**config.mk**
```make
export PLATFORM = sky130hd
export DESIGN_NAME = attention_qkt_seq
export DESIGN_NICKNAME = d
export VERILOG_FILES = /design/src/rtl/attention_qkt_seq_pkg.sv /design/src/rtl/attention_qkt_seq_idx_counter.sv /design/src/rtl/attention_qkt_seq.sv
export SDC_FILE = /design/constraint.sdc
export NUM_CORES = 1
export LEC_CHECK = 0
export CORE_MARGIN = 5
export CORE_UTILIZATION = 45
export CTS_BUF_LIST = sky130_fd_sc_hd__clkbuf_8
export CTS_CLUSTER_SIZE = 8
export DETAILED_ROUTE_END_ITERATION = 10
export PLACE_DENSITY = 0.86
export SYNTH_ARGS = -nofsm -noshare
export SYNTH_HDL_FRONTEND = slang
export SYNTH_SLANG_ARGS = --single-unit
```
**constraint.sdc**
```tcl
create_clock -name i_clk -period 1.5 [get_ports i_clk]
set_clock_uncertainty 0.05 [all_clocks]
set_input_delay 0.3 -clock i_clk [delete_from_list [all_inputs] [get_ports i_clk]]
set_output_delay 0.3 -clock i_clk [all_outputs]
set_load 0.05 [all_outputs]
```
**src/rtl/attention_qkt_seq_pkg.sv**
```systemverilog
// Shared constants and enumerations for the Q/K projection and Q x K^T score sequencer.
package attention_pkg;

  localparam int N_TOK_DEF   = 4;
  localparam int D_MODEL_DEF = 4;
  localparam int MAC_LAT_DEF = 3;
  localparam int IDX_W_DEF   = 2;

  typedef enum logic [1:0] {
    OP_Q = 2'd0,
    OP_K = 2'd1,
    OP_S = 2'd2
  } op_sel_e;

  typedef enum logic [2:0] {
    ST_IDLE,
    ST_PROJ_Q,
    ST_PROJ_K,
    ST_DRAIN_K,
    ST_SCORE,
    ST_DRAIN_S,
    ST_DONE
  } state_e;

endpackage

```
**src/rtl/attention_qkt_seq_idx_counter.sv**
```systemverilog
// Nested k/col/row index counter: k innermost, row outermost.
// The col limit is a runtime input so one counter serves both projection and score phases.
module attention_idx_counter #(
  parameter int IDX_W   = 2,
  parameter int K_LIM   = 3,
  parameter int ROW_LIM = 3
) (
  input  logic             i_clk,
  input  logic             i_rst_n,
  input  logic             i_clear,
  input  logic             i_advance,
  input  logic [IDX_W-1:0] i_col_lim,
  output logic [IDX_W-1:0] o_k,
  output logic [IDX_W-1:0] o_col,
  output logic [IDX_W-1:0] o_row,
  output logic             o_wrap
);

  localparam logic [IDX_W-1:0] L_K_LIM   = IDX_W'(K_LIM);
  localparam logic [IDX_W-1:0] L_ROW_LIM = IDX_W'(ROW_LIM);

  logic [IDX_W-1:0] r_k;
  logic [IDX_W-1:0] r_col;
  logic [IDX_W-1:0] r_row;
  logic             w_k_end;
  logic             w_col_end;
  logic             w_row_end;

  assign w_k_end   = (r_k == L_K_LIM);
  assign w_col_end = (r_col == i_col_lim);
  assign w_row_end = (r_row == L_ROW_LIM);

  // Clear wins over advance so a phase change always restarts at (0,0,0).
  always_ff @(posedge i_clk or negedge i_rst_n) begin
    if (!i_rst_n) begin
      r_k   <= '0;
      r_col <= '0;
      r_row <= '0;
    end else if (i_clear) begin
      r_k   <= '0;
      r_col <= '0;
      r_row <= '0;
    end else if (i_advance) begin
      r_k <= w_k_end ? '0 : r_k + IDX_W'(1);
      if (w_k_end) begin
        r_col <= w_col_end ? '0 : r_col + IDX_W'(1);
        if (w_col_end) begin
          r_row <= w_row_end ? '0 : r_row + IDX_W'(1);
        end
      end
    end
  end

  assign o_k    = r_k;
  assign o_col  = r_col;
  assign o_row  = r_row;
  assign o_wrap = w_k_end & w_col_end & w_row_end;

endmodule

```
**src/rtl/attention_qkt_seq.sv**
```systemverilog
// Sequencer issuing Q = I x WQ, K = I x WK, then S = Q x K^T products to a shared pipelined MAC.
// Drain states let the MAC pipeline empty before its results are consumed or reported done.
module attention_qkt_seq
  import attention_pkg::*;
#(
  parameter int N_TOK   = N_TOK_DEF,
  parameter int D_MODEL = D_MODEL_DEF,
  parameter int MAC_LAT = MAC_LAT_DEF,
  parameter int IDX_W   = IDX_W_DEF
) (
  input  logic             i_clk,
  input  logic             i_reset_n,
  input  logic             i_start,
  input  logic             i_abort,
  input  logic             i_mac_ready,
  output logic             o_op_valid,
  output logic [1:0]       o_op_sel,
  output logic [IDX_W-1:0] o_op_row,
  output logic [IDX_W-1:0] o_op_col,
  output logic [IDX_W-1:0] o_op_k,
  output logic             o_op_first,
  output logic             o_op_last,
  output logic             o_busy,
  output logic             o_done
);

  localparam int DRAIN_W = (MAC_LAT > 1) ? $clog2(MAC_LAT) : 1;
  localparam logic [DRAIN_W-1:0] L_DRAIN_LAST = DRAIN_W'(MAC_LAT - 1);
  localparam logic [IDX_W-1:0]   L_K_LAST     = IDX_W'(D_MODEL - 1);

  state_e             r_state;
  state_e             w_next;
  logic [DRAIN_W-1:0] r_drain;
  logic [DRAIN_W-1:0] w_drain_next;
  logic               w_valid;
  op_sel_e            w_sel;
  logic [IDX_W-1:0]   w_col_lim;
  logic               w_accept;
  logic               w_clear;
  logic               w_wrap;
  logic [IDX_W-1:0]   w_k;
  logic [IDX_W-1:0]   w_col;
  logic [IDX_W-1:0]   w_row;

  assign w_valid   = (r_state == ST_PROJ_Q) || (r_state == ST_PROJ_K) || (r_state == ST_SCORE);
  assign w_sel     = (r_state == ST_PROJ_K) ? OP_K : ((r_state == ST_SCORE) ? OP_S : OP_Q);
  assign w_col_lim = (r_state == ST_SCORE) ? IDX_W'(N_TOK - 1) : IDX_W'(D_MODEL - 1);
  assign w_accept  = w_valid & i_mac_ready;

  attention_idx_counter #(
    .IDX_W  (IDX_W),
    .K_LIM  (D_MODEL - 1),
    .ROW_LIM(N_TOK - 1)
  ) u_idx (
    .i_clk    (i_clk),
    .i_rst_n  (i_reset_n),
    .i_clear  (w_clear),
    .i_advance(w_accept),
    .i_col_lim(w_col_lim),
    .o_k      (w_k),
    .o_col    (w_col),
    .o_row    (w_row),
    .o_wrap   (w_wrap)
  );

  always_ff @(posedge i_clk or negedge i_reset_n) begin
    if (!i_reset_n) begin
      r_state <= ST_IDLE;
      r_drain <= '0;
    end else begin
      r_state <= w_next;
      r_drain <= w_drain_next;
    end
  end

  // Abort overrides every transition; in IDLE it is a no-op and also blocks a simultaneous start.
  always_comb begin
    w_next       = r_state;
    w_drain_next = '0;
    w_clear      = 1'b0;
    case (r_state)
      ST_IDLE:    if (i_start && !i_abort) w_next = ST_PROJ_Q;
      ST_PROJ_Q:  if (w_accept && w_wrap) begin w_next = ST_PROJ_K;  w_clear = 1'b1; end
      ST_PROJ_K:  if (w_accept && w_wrap) begin w_next = ST_DRAIN_K; w_clear = 1'b1; end
      ST_DRAIN_K: if (r_drain == L_DRAIN_LAST) w_next = ST_SCORE;
                  else w_drain_next = r_drain + DRAIN_W'(1);
      ST_SCORE:   if (w_accept && w_wrap) begin w_next = ST_DRAIN_S; w_clear = 1'b1; end
      ST_DRAIN_S: if (r_drain == L_DRAIN_LAST) w_next = ST_DONE;
                  else w_drain_next = r_drain + DRAIN_W'(1);
      ST_DONE:    w_next = ST_IDLE;
      default:    w_next = ST_IDLE;
    endcase
    if (i_abort && (r_state != ST_IDLE)) begin
      w_next       = ST_IDLE;
      w_drain_next = '0;
      w_clear      = 1'b1;
    end
  end

  assign o_op_valid = w_valid;
  assign o_op_sel   = w_sel;
  assign o_op_row   = w_row;
  assign o_op_col   = w_col;
  assign o_op_k     = w_k;
  assign o_op_first = w_valid && (w_k == '0);
  assign o_op_last  = w_valid && (w_k == L_K_LAST);
  assign o_busy     = (r_state != ST_IDLE);
  assign o_done     = (r_state == ST_DONE);

endmodule

```
## Yosys cells after proc, flatten, opt, wreduce, memory -nomap -nowiden

Cells that the tools add are included.

- $add $sub $neg: 4
- Reductions and logical operators: 19
- Bitwise logic cells: 3
- Eq/ne operators: 16
- Multiplexer cells: 28

Operator list:

| cell | number |
|---|---|
| $mux W2 | 17 |
| $mux W3 | 7 |
| $pmux W3 S6 | 1 |
| $eq A3 B3 Y1 const B | 3 |
| $ne A3 B1 Y1 const B | 3 |
| $ne A3 B3 Y1 const B | 3 |
| $add A2 B1 Y2 const B | 4 |
| $eq A2 B2 Y1 const B | 4 |
| $eq A3 B2 Y1 const B | 2 |
| $reduce_and A6 Y1 | 1 |
| $reduce_bool A2 Y1 | 3 |
| $logic_and A1 B1 Y1 | 5 |
| $and A1 B1 Y1 | 3 |
| $eq A3 B1 Y1 const B | 1 |
| $logic_not A3 Y1 | 1 |
| $mux W1 | 3 |
| $reduce_and A3 Y1 | 1 |
| $reduce_bool A3 Y1 | 1 |
| $reduce_or A3 Y1 | 1 |
| $logic_not A2 Y1 | 1 |
| $logic_or A1 B1 Y1 | 2 |
| $reduce_and A2 Y1 | 1 |
| $reduce_or A2 Y1 | 1 |
| $logic_not A1 Y1 | 1 |

- Input port bits: 5
- Output and inout port bits: 13
- Register bits after elaboration: 11

## Logic depth before layout (Yosys ltp)

Gate-level depths: netlist of run 1.

- Depth after elaboration: 10
- Depth in mapped cells: 5
- Depth with buffers taken out: 5

## Hierarchy

From an unflattened synthesis of run 1, not the netlist that was laid out.

- Cells, all modules: 73
- Area, all modules: 760.7 um^2

By module, submodules not included:

| module | area each (um^2) | seq. area each (um^2) | cells each | instances |
|---|---|---|---|---|
| attention_qkt_seq | 400.4 | 125.1 | 40 | 1 |
| attention_idx_counter | 360.3 | 150.1 | 33 | 1 |

## Worst setup path before layout of run 1

Ideal clock, no wire load.

- Path kind: reg-to-output
- Start point: register r_state[2]
- End point: output o_op_sel[1]
- Buffers on the path: 1
- Arrival: 1.730 ns
- Setup slack: -0.580 ns
- Stages on the path, launching flop included: 3
- Cells stage by stage: dfrtp_1 > buf_2 > nor3b_1

- Cells in the longest elaborated chain, start to end: 3
- Elaborated cells between the ends (all ways): 4
- Classes of those cells: 2 x eq/ne; 2 x mux

Ends and longest elaborated chain:

| element | RTL line | RTL |
|---|---|---|
| from (decl) | attention_qkt_seq.sv:31 | `state_e r_state;` |
| from (signal assigned) | attention_qkt_seq.sv:71 | `r_state <= w_next;` |
| $eq A3 B3 Y1 | attention_qkt_seq.sv:46 | `assign w_sel = (r_state == ST_PROJ_K) ? OP_K : ((r_state == ST_SCORE) ? OP_S : OP_Q);` |
| $mux W2 | attention_qkt_seq.sv:46 |  |
| $mux W2 (*) | attention_qkt_seq.sv:46 |  |
| to (decl) | attention_qkt_seq.sv:17 | `output logic [1:0] o_op_sel,` |

Mark *: on every way between the ends. The rest lies on a longest branch, timed or not.

## Final worst setup path of run 1

- Start point: register r_state[2]
- End point: output o_op_last

- Cells in the longest elaborated chain, start to end: 4
- Elaborated cells between the ends (all ways): 6
- Classes of those cells: 3 x eq/ne; 3 x reduce/logical

Ends and longest elaborated chain:

| element | RTL line | RTL |
|---|---|---|
| $eq A3 B1 Y1 / $eq A3 B2 Y1 (equally long branches) | attention_qkt_seq.sv:45 | `assign w_valid = (r_state == ST_PROJ_Q) \|\| (r_state == ST_PROJ_K) \|\| (r_state == ST_SCORE);` |
| $logic_or A1 B1 Y1 | attention_qkt_seq.sv:45 |  |
| $logic_or A1 B1 Y1 (*) | attention_qkt_seq.sv:45 |  |
| $logic_and A1 B1 Y1 (*) | attention_qkt_seq.sv:106 | `assign o_op_last = w_valid && (w_k == L_K_LAST);` |
| to (decl) | attention_qkt_seq.sv:22 | `output logic o_op_last,` |

Marked as above.

==> metrics.md, run 1 <==
| Metric | Value |
|---|---|
| Final setup fails | `15` |
| Synth cell types | `37` |
| Failing checks | `setup timing` |
| Core Region | `1560 um^2` |
| Crit path max fanout | `4` |
| # nets final | `126` |
| RSZ-0062 raised after global routing | `true` |
| Initial antenna violation count | `0` |
| CP required | `1.15 ns` |
| Simple-gate share of the synthesized area | `0.249` |
| Crit path max-delay family | `flip-flops` |
| Vias in the first global route | `772` |
| Cell-by-cell trace of the critical path | `xor2_2 > mux2_4 > and2_4 > buf_12` |
| Synthesized area | `763 um^2` |
| Reg2Reg Depth | `6` |
| Share of cells above drive strength 1 | `0.491` |
| Worst-path clk slew | `0.05 ns` |
| DRT antenna net count | `0` |
| Final hold violations | `0` |
| XOR/XNOR Fraction of Synth Area | `0.0115` |
| Die area | `2620 um^2` |
| Inserted Clock Buffers | `3` |
| Reg-to-reg startpoint | `r_state[2]$_DFFE_PN0P_` |
| Starting density of the core | `0.490` |
| Ys flop type | `dfrtp_1` |
| Crit. Startpoint | `r_state[2]$_DFFE_PN0P_` |
| CTS Hold Buffers Added | `0` |
| Leakage | `0.586 nW` |
| Critical Path AT | `1.45 ns` |
| Syn nets | `88` |
| Number of diodes | `0` |
| Reg2reg setup slack | `-0.26 ns` |
| Maximum number of pins on one net before global-route repair | `12` |
| DR pass1 iterations | `4` |
| Pwr/cell area | `2050 nW/um^2` |
| CP endpoint | `o_op_last` |
| Final slew viol count | `0` |
| CTS tree | `done` |
| Sequential fraction of the synthesis area | `0.361` |
| Gr ovfl total | `0` |
| Post-Synthesis Cells | `79` |
| DR iter-0 viols | `5` |
| Combinational family with the most area after synthesis | `simple AND/OR/NAND/NOR gates` |
| Slew HR | `0.666` |
| Post-Synth Adder-Cell Area | `0.0656` |
| Crit share post-route | `1.20` |
| P&R area growth vs syn | `70.8%` |
| Chip height | `51.2 um` |
| Max_cap viols | `0` |
| Dpl cells | `125` |
| Crit. End Element | `output pin` |
| EDFF count, synth | `0` |
| PortBufs | `17` |
| Non-Filler Instances | `132` |
| Synth Area in Compound Gates | `0.241` |
| Drt via density | `5.62` |
| Slowest CP cell | `dfrtp_2` |
| Post-Route WL | `2120 um` |
| Hold Worst Slack | `0.352 ns` |
| Crit path kind | `reg2out` |
| CTS root buffer | `clkbuf_8` |
| Fill count | `81` |
| Placed cell area | `1210 um^2` |
| Worst IR Drop VDD | `0.00104 V` |
| # clock sinks | `11` |
| Row count | `14` |
| Yosys reg bits | `11` |
| Worst-skew pair later-pin latency | `0.23 ns` |
| Average wire per standard cell | `16.0 um` |
| DPL Wire Length | `1520 um` |
| Setup WS post-layout | `-0.301 ns` |
| Mux cell area share after synthesis | `0.0148` |
| # IOs | `18` |
| Yosys warnings | `0` |
| WP depth | `4` |
| DRC viols | `0` |
| Min cycle time layout | `1.80 ns` |
| First-pass GRT wire length | `3570 um` |
| Post-route cell area | `1300 um^2` |
| Crit start category | `flip-flop` |
| Reg-to-Reg End | `u_idx.o_k[0]$_DFFE_PN0P_` |
| Buf/Inv on CP | `1` |
| Peak Freq | `0.555 GHz` |
| Measured slew at the worst slew-check pin | `0.499 ns` |
| Overall routing resource usage | `0.180` |
| Synth async-reset ratio | `1.00` |
| Slowest stage delay, CP | `0.44 ns` |
| RD Place Congestion | `0.811` |
| Syn_area_per_cell | `9.66 um^2` |
| Routed vias | `742` |
| Dpl ws | `-0.330 ns` |
| Hold Path Class | `in2async` |
| H-Tree Level Count | `1` |
| Die W | `51.2 um` |
| Status | `finished, violations left` |
| Bufs on Longest Clock Path | `2` |
==> cells in the mapped netlist (all sizes together) (2+ instances only) <==
| cell | instances | area (um^2) |
|---|---|---|
| nand3b | 2 | 15.0 |
| nand2 | 5 | 18.8 |
| ha | 4 | 50.1 |
| nand3 | 4 | 20.0 |
| nor2b | 3 | 18.8 |
| nor3 | 3 | 15.0 |
| nand2b | 4 | 25.0 |
| nor2 | 5 | 26.3 |
| nor3b | 2 | 15.0 |
| o31ai | 2 | 20.0 |
| and2 | 3 | 18.8 |
| o21ai | 4 | 20.0 |
| dfrtp | 11 | 275 |
| a21oi | 2 | 10.0 |
| buf | 4 | 28.8 |
| inv | 4 | 15.0 |
| a22o | 2 | 17.5 |
==> worst reg2reg max path, delay by kind of cell, from the launching register on <==
family	cells	cell delay, ns
and+or+nand+nor	2	0.62
DFF	1	0.44
buffers and inverters	2	0.33
AOI/OAI and AO/OA	2	0.19
==> per-layer routing <==
layer  vias up  GRT usage  routed length [um]
li1        358          -                   -
met1       360      0.240                 998
met2        20      0.294                1020
met3         4     0.0291                  68
met4         0     0.0628                  33
met5         -          0                   0
==> through the flow <==
step / power [W] / TNS (ns) / utilization
2_1_floorplan: 0.00149 / -0.714 / -
3_3_place_gp: 0.00222 / -2.10 / 0.774
3_5_place_dp: 0.00227 / -2.39 / 0.774
4_1_cts: 0.00267 / -3.14 / 0.833
5_1_grt: 0.00283 / -4.21 / 0.836
6_report: 0.00268 / -3.34 / 0.836
==> worst min-delay path by stage <==
stage	endpoint	cells past startpoint
global placement	r_drain[0]$_DFF_PN0_	1
floorplan	r_drain[0]$_DFF_PN0_	0
finish	u_idx.o_row[1]$_DFFE_PN0P_	1
global route	u_idx.o_row[1]$_DFFE_PN0P_	1
CTS	u_idx.o_row[1]$_DFFE_PN0P_	1
detailed placement	r_drain[0]$_DFF_PN0_	1
==> flip-flops by register name, summed over array words and instances, names as in the netlist <==
register and flops:
u_idx.o_row 2, u_idx.o_col 2, r_state 3, r_drain 2
u_idx.o_k 2
==> cell type report <==
cell class	instances	area (um^2)	share of cell area
inverter	4	15.0	0.0115
clock buffer	3	41.3	0.0317
clock inverter	1	3.75	0.00288
timing repair buffer	37	445	0.342
sequential	11	283	0.217
multi-input combinational	60	495	0.380
tap	16	20.0	0.0154
==> what timing repair did <==
| action | CTS | global route |
|---|---|---|
| setup endpoints to repair | 15 | 15 |
| resized for setup | 8 | 1 |
| pin swaps | 1 | 0 |
| setup buffers | 3 | 0 |
==> placed cells by master (no fill, tap or decap), types with 2 or more instances in the layout <==
cell type         n
inv_1             5
nor2_1            3
dfrtp_1           5
and2_4            3
nor3_1            3
nand2b_1          3
buf_4            20
clkdlybuf4s50_1   4
o21ai_0           3
dfrtp_2           6
nor2b_1           2
nand2_1           5
clkbuf_8          3
nand3_1           4
buf_12           12
nand3b_1          2
ha_1              4
a22o_1            2
==> cell families (layout without fill, tap and decap cells) <==
family                     after synthesis  count (layout)
AOI/OAI and AO/OA                       21              21
muxes                                    1               1
DFF                                     11              11
buffers and inverters                    8              45
and+or+nand+nor                         33              33
adders and majority gates                4               4
xor gates and xnor gates                 1               1
==> report_power, final <==
group / total, W / switching (W) / internal, W / leakage (nW)
Sequential: 0.000498 / 0.000120 / 0.000378 / 0.139
Combinational: 0.00189 / 0.000935 / 0.000958 / 0.420
Clock: 0.000286 / 0.000106 / 0.000179 / 0.0269
Total: 0.00268 / 0.00116 / 0.00152 / 0.586
(Power assumes the default switching activity.)
==> run 2, diff against run 1 <==
CORE_ASPECT_RATIO = 1.75   (was unset)
CORE_UTILIZATION = 25   (was 45)
PLACE_DENSITY = 0.57   (was 0.86)
==> run 2 against run 1 <==
The run still ends with setup timing left. Flip-flop and latch count unchanged. Clock power is essentially flat. Wire length down 1.2%. Utilization fell by 34 points. Critical path type unchanged. Critical endpoint unchanged. Largest power group unchanged. Highest routed layer unchanged.
==> metrics.md, run 2 (synthesis gave the netlist of run 1 again) <==
| Metric | Value |
|---|---|
| Inserted Clock Buffers | `3` |
| Vias in the first global route | `869` |
| Die W | `51.8 um` |
| Share of cells above drive strength 1 | `0.571` |
| Min cycle time layout | `1.80 ns` |
| Initial antenna violation count | `0` |
| Status | `finished, violations left` |
| Top reg by flops | `r_state` |
| Crit. End Element | `output pin` |
| # clock sinks | `11` |
| Post-route cell area | `1450 um^2` |
| Placed cell area | `1240 um^2` |
| Number of diodes | `0` |
| DPL Wire Length | `1490 um` |
| Commonest non-fill, non-tap cell in the layout | `buf_4` |
| Worst-path clk slew | `0.05 ns` |
| Flip-flop and latch area | `283 um^2` |
| CTS root buffer | `clkbuf_8` |
| Worst IR Drop VDD | `0.000714 V` |
| PortBufs | `17` |
| P&R area growth vs syn | `89.3%` |
| DR pass1 iterations | `4` |
| Die area | `4300 um^2` |
| Final hold violations | `0` |
| Average wire per standard cell | `13.6 um` |
| Peak Freq | `0.556 GHz` |
| DRC viols | `0` |
| First-pass GRT wire length | `3680 um` |
| Max reg flops | `3` |
| Measured slew at the worst slew-check pin | `0.347 ns` |
| Crit share post-route | `1.20` |
| Failing checks | `setup timing` |
| DR iter-0 viols | `6` |
| Crit start category | `flip-flop` |
| Cell-by-cell trace of the critical path | `xor2_2 > mux2_4 > and2_4 > buf_12` |
| # IOs | `18` |
| Chip height | `83.1 um` |
| Crit path kind | `reg2out` |
| Design Power | `0.00290 W` |
| Row count | `26` |
| Pwr/cell area | `2000 nW/um^2` |
| Max_cap viols | `0` |
| Setup WS post-layout | `-0.299 ns` |
| Bufs on Longest Clock Path | `2` |
| Dpl cells | `140` |
| Slowest CP cell | `dfrtp_2` |
| Worst-skew pair later-pin latency | `0.24 ns` |
| CTS Hold Buffers Added | `0` |
| Overall routing resource usage | `0.110` |
| Post-Route WL | `2090 um` |
| Drt via density | `5.03` |
| Most frequent cells in the layout | `26 x buf_4, 13 x buf_12, 6 x dfrtp_2` |
| RD Place Congestion | `0.757` |
| Final setup fails | `15` |
| RSZ-0062 raised after global routing | `true` |
| # nets final | `136` |
| CP required | `1.15 ns` |
| Leakage | `0.644 nW` |
| Setup tns final | `-2.61 ns` |
| Critical Path AT | `1.45 ns` |
| Routed vias | `775` |
| Final Util | `0.494` |
| Fill count | `269` |
| Gr ovfl total | `0` |
| Non-Filler Instances | `154` |
| Final slew viol count | `0` |
| Slowest stage delay, CP | `0.44 ns` |
| Crit path max fanout | `3` |
| Starting density of the core | `0.261` |
| Hold Path Class | `in2async` |
| Maximum number of pins on one net before global-route repair | `12` |
| H-Tree Level Count | `1` |
| Multi-input gate area | `523 um^2` |
| Core Region | `2930 um^2` |
| CTS tree | `done` |
| DRT antenna net count | `0` |
| Slew HR | `0.768` |
==> run 2: worst paths after layout <==
path / slack, ns / depth (start not counted) / startpoint / end
worst min-delay path: 0.31 / 2 / i_reset_n / u_idx.o_row[1]$_DFFE_PN0P_
worst max-delay path: -0.30 / 4 / r_state[1]$_DFFE_PN0P_ / o_op_last
worst min register to register: 0.41 / 1 / r_drain[0]$_DFF_PN0_ / r_drain[0]$_DFF_PN0_
min in group i_clk: 0.41 / 1 / r_drain[0]$_DFF_PN0_ / r_drain[0]$_DFF_PN0_
worst max register to register: -0.13 / 6 / r_state[1]$_DFFE_PN0P_ / u_idx.o_row[1]$_DFFE_PN0P_
max in group asynchronous: 0.92 / 2 / i_reset_n / r_state[1]$_DFFE_PN0P_
==> run 2: routing by layer <==
| layer | GRT usage | wire, um | vias up |
|---|---|---|---|
| met4 | 0.0716 | 78 | 0 |
| met5 | 0 | 0 | - |
| met3 | 0.0179 | 76 | 6 |
| li1 | - | - | 382 |
| met2 | 0.194 | 1170 | 17 |
| met1 | 0.114 | 765 | 370 |
==> run 2: where the power goes <==
part	switching, W	internal (W)	total (W)
clock	0.000109	0.000179	0.000288
sequential	0.0000990	0.000378	0.000477
combinational	0.000990	0.00114	0.00213
total	0.00120	0.00170	0.00290
==> run 2: area by class of cell <==
| cell class | instances | share of cell area |
|---|---|---|
| multi-input combinational | 60 | 0.362 |
| clock buffer | 3 | 0.0286 |
| timing repair buffer | 47 | 0.377 |
| tap | 28 | 0.0242 |
| clock inverter | 1 | 0.00260 |
| inverter | 4 | 0.0104 |
| sequential | 11 | 0.196 |
==> run 2: repair_timing <==
item                                    4_1_cts  5_1_grt
endpoints found under the setup margin       13       15
resized for setup                            13        6
pin swaps                                     2        2
setup buffers                                 8        2
==> run 2: metrics by stage <==
step | hold WS (ns) | worst slack [ns]
after floorplan | -0.0456 | -0.145
after detailed placement | 0.407 | -0.330
final | 0.313 | -0.299
after CTS | 0.317 | -0.305
after global placement | 0.399 | -0.302
after global routing | 0.324 | -0.347
==> run 2: worst max-delay path: cells and delay by family, from the launching register on <==
family        cells  cell delay [ns]
flops             1             0.44
mux               1             0.28
xor+xnor          1             0.19
simple gates      1             0.17
buf+inv           1             0.14
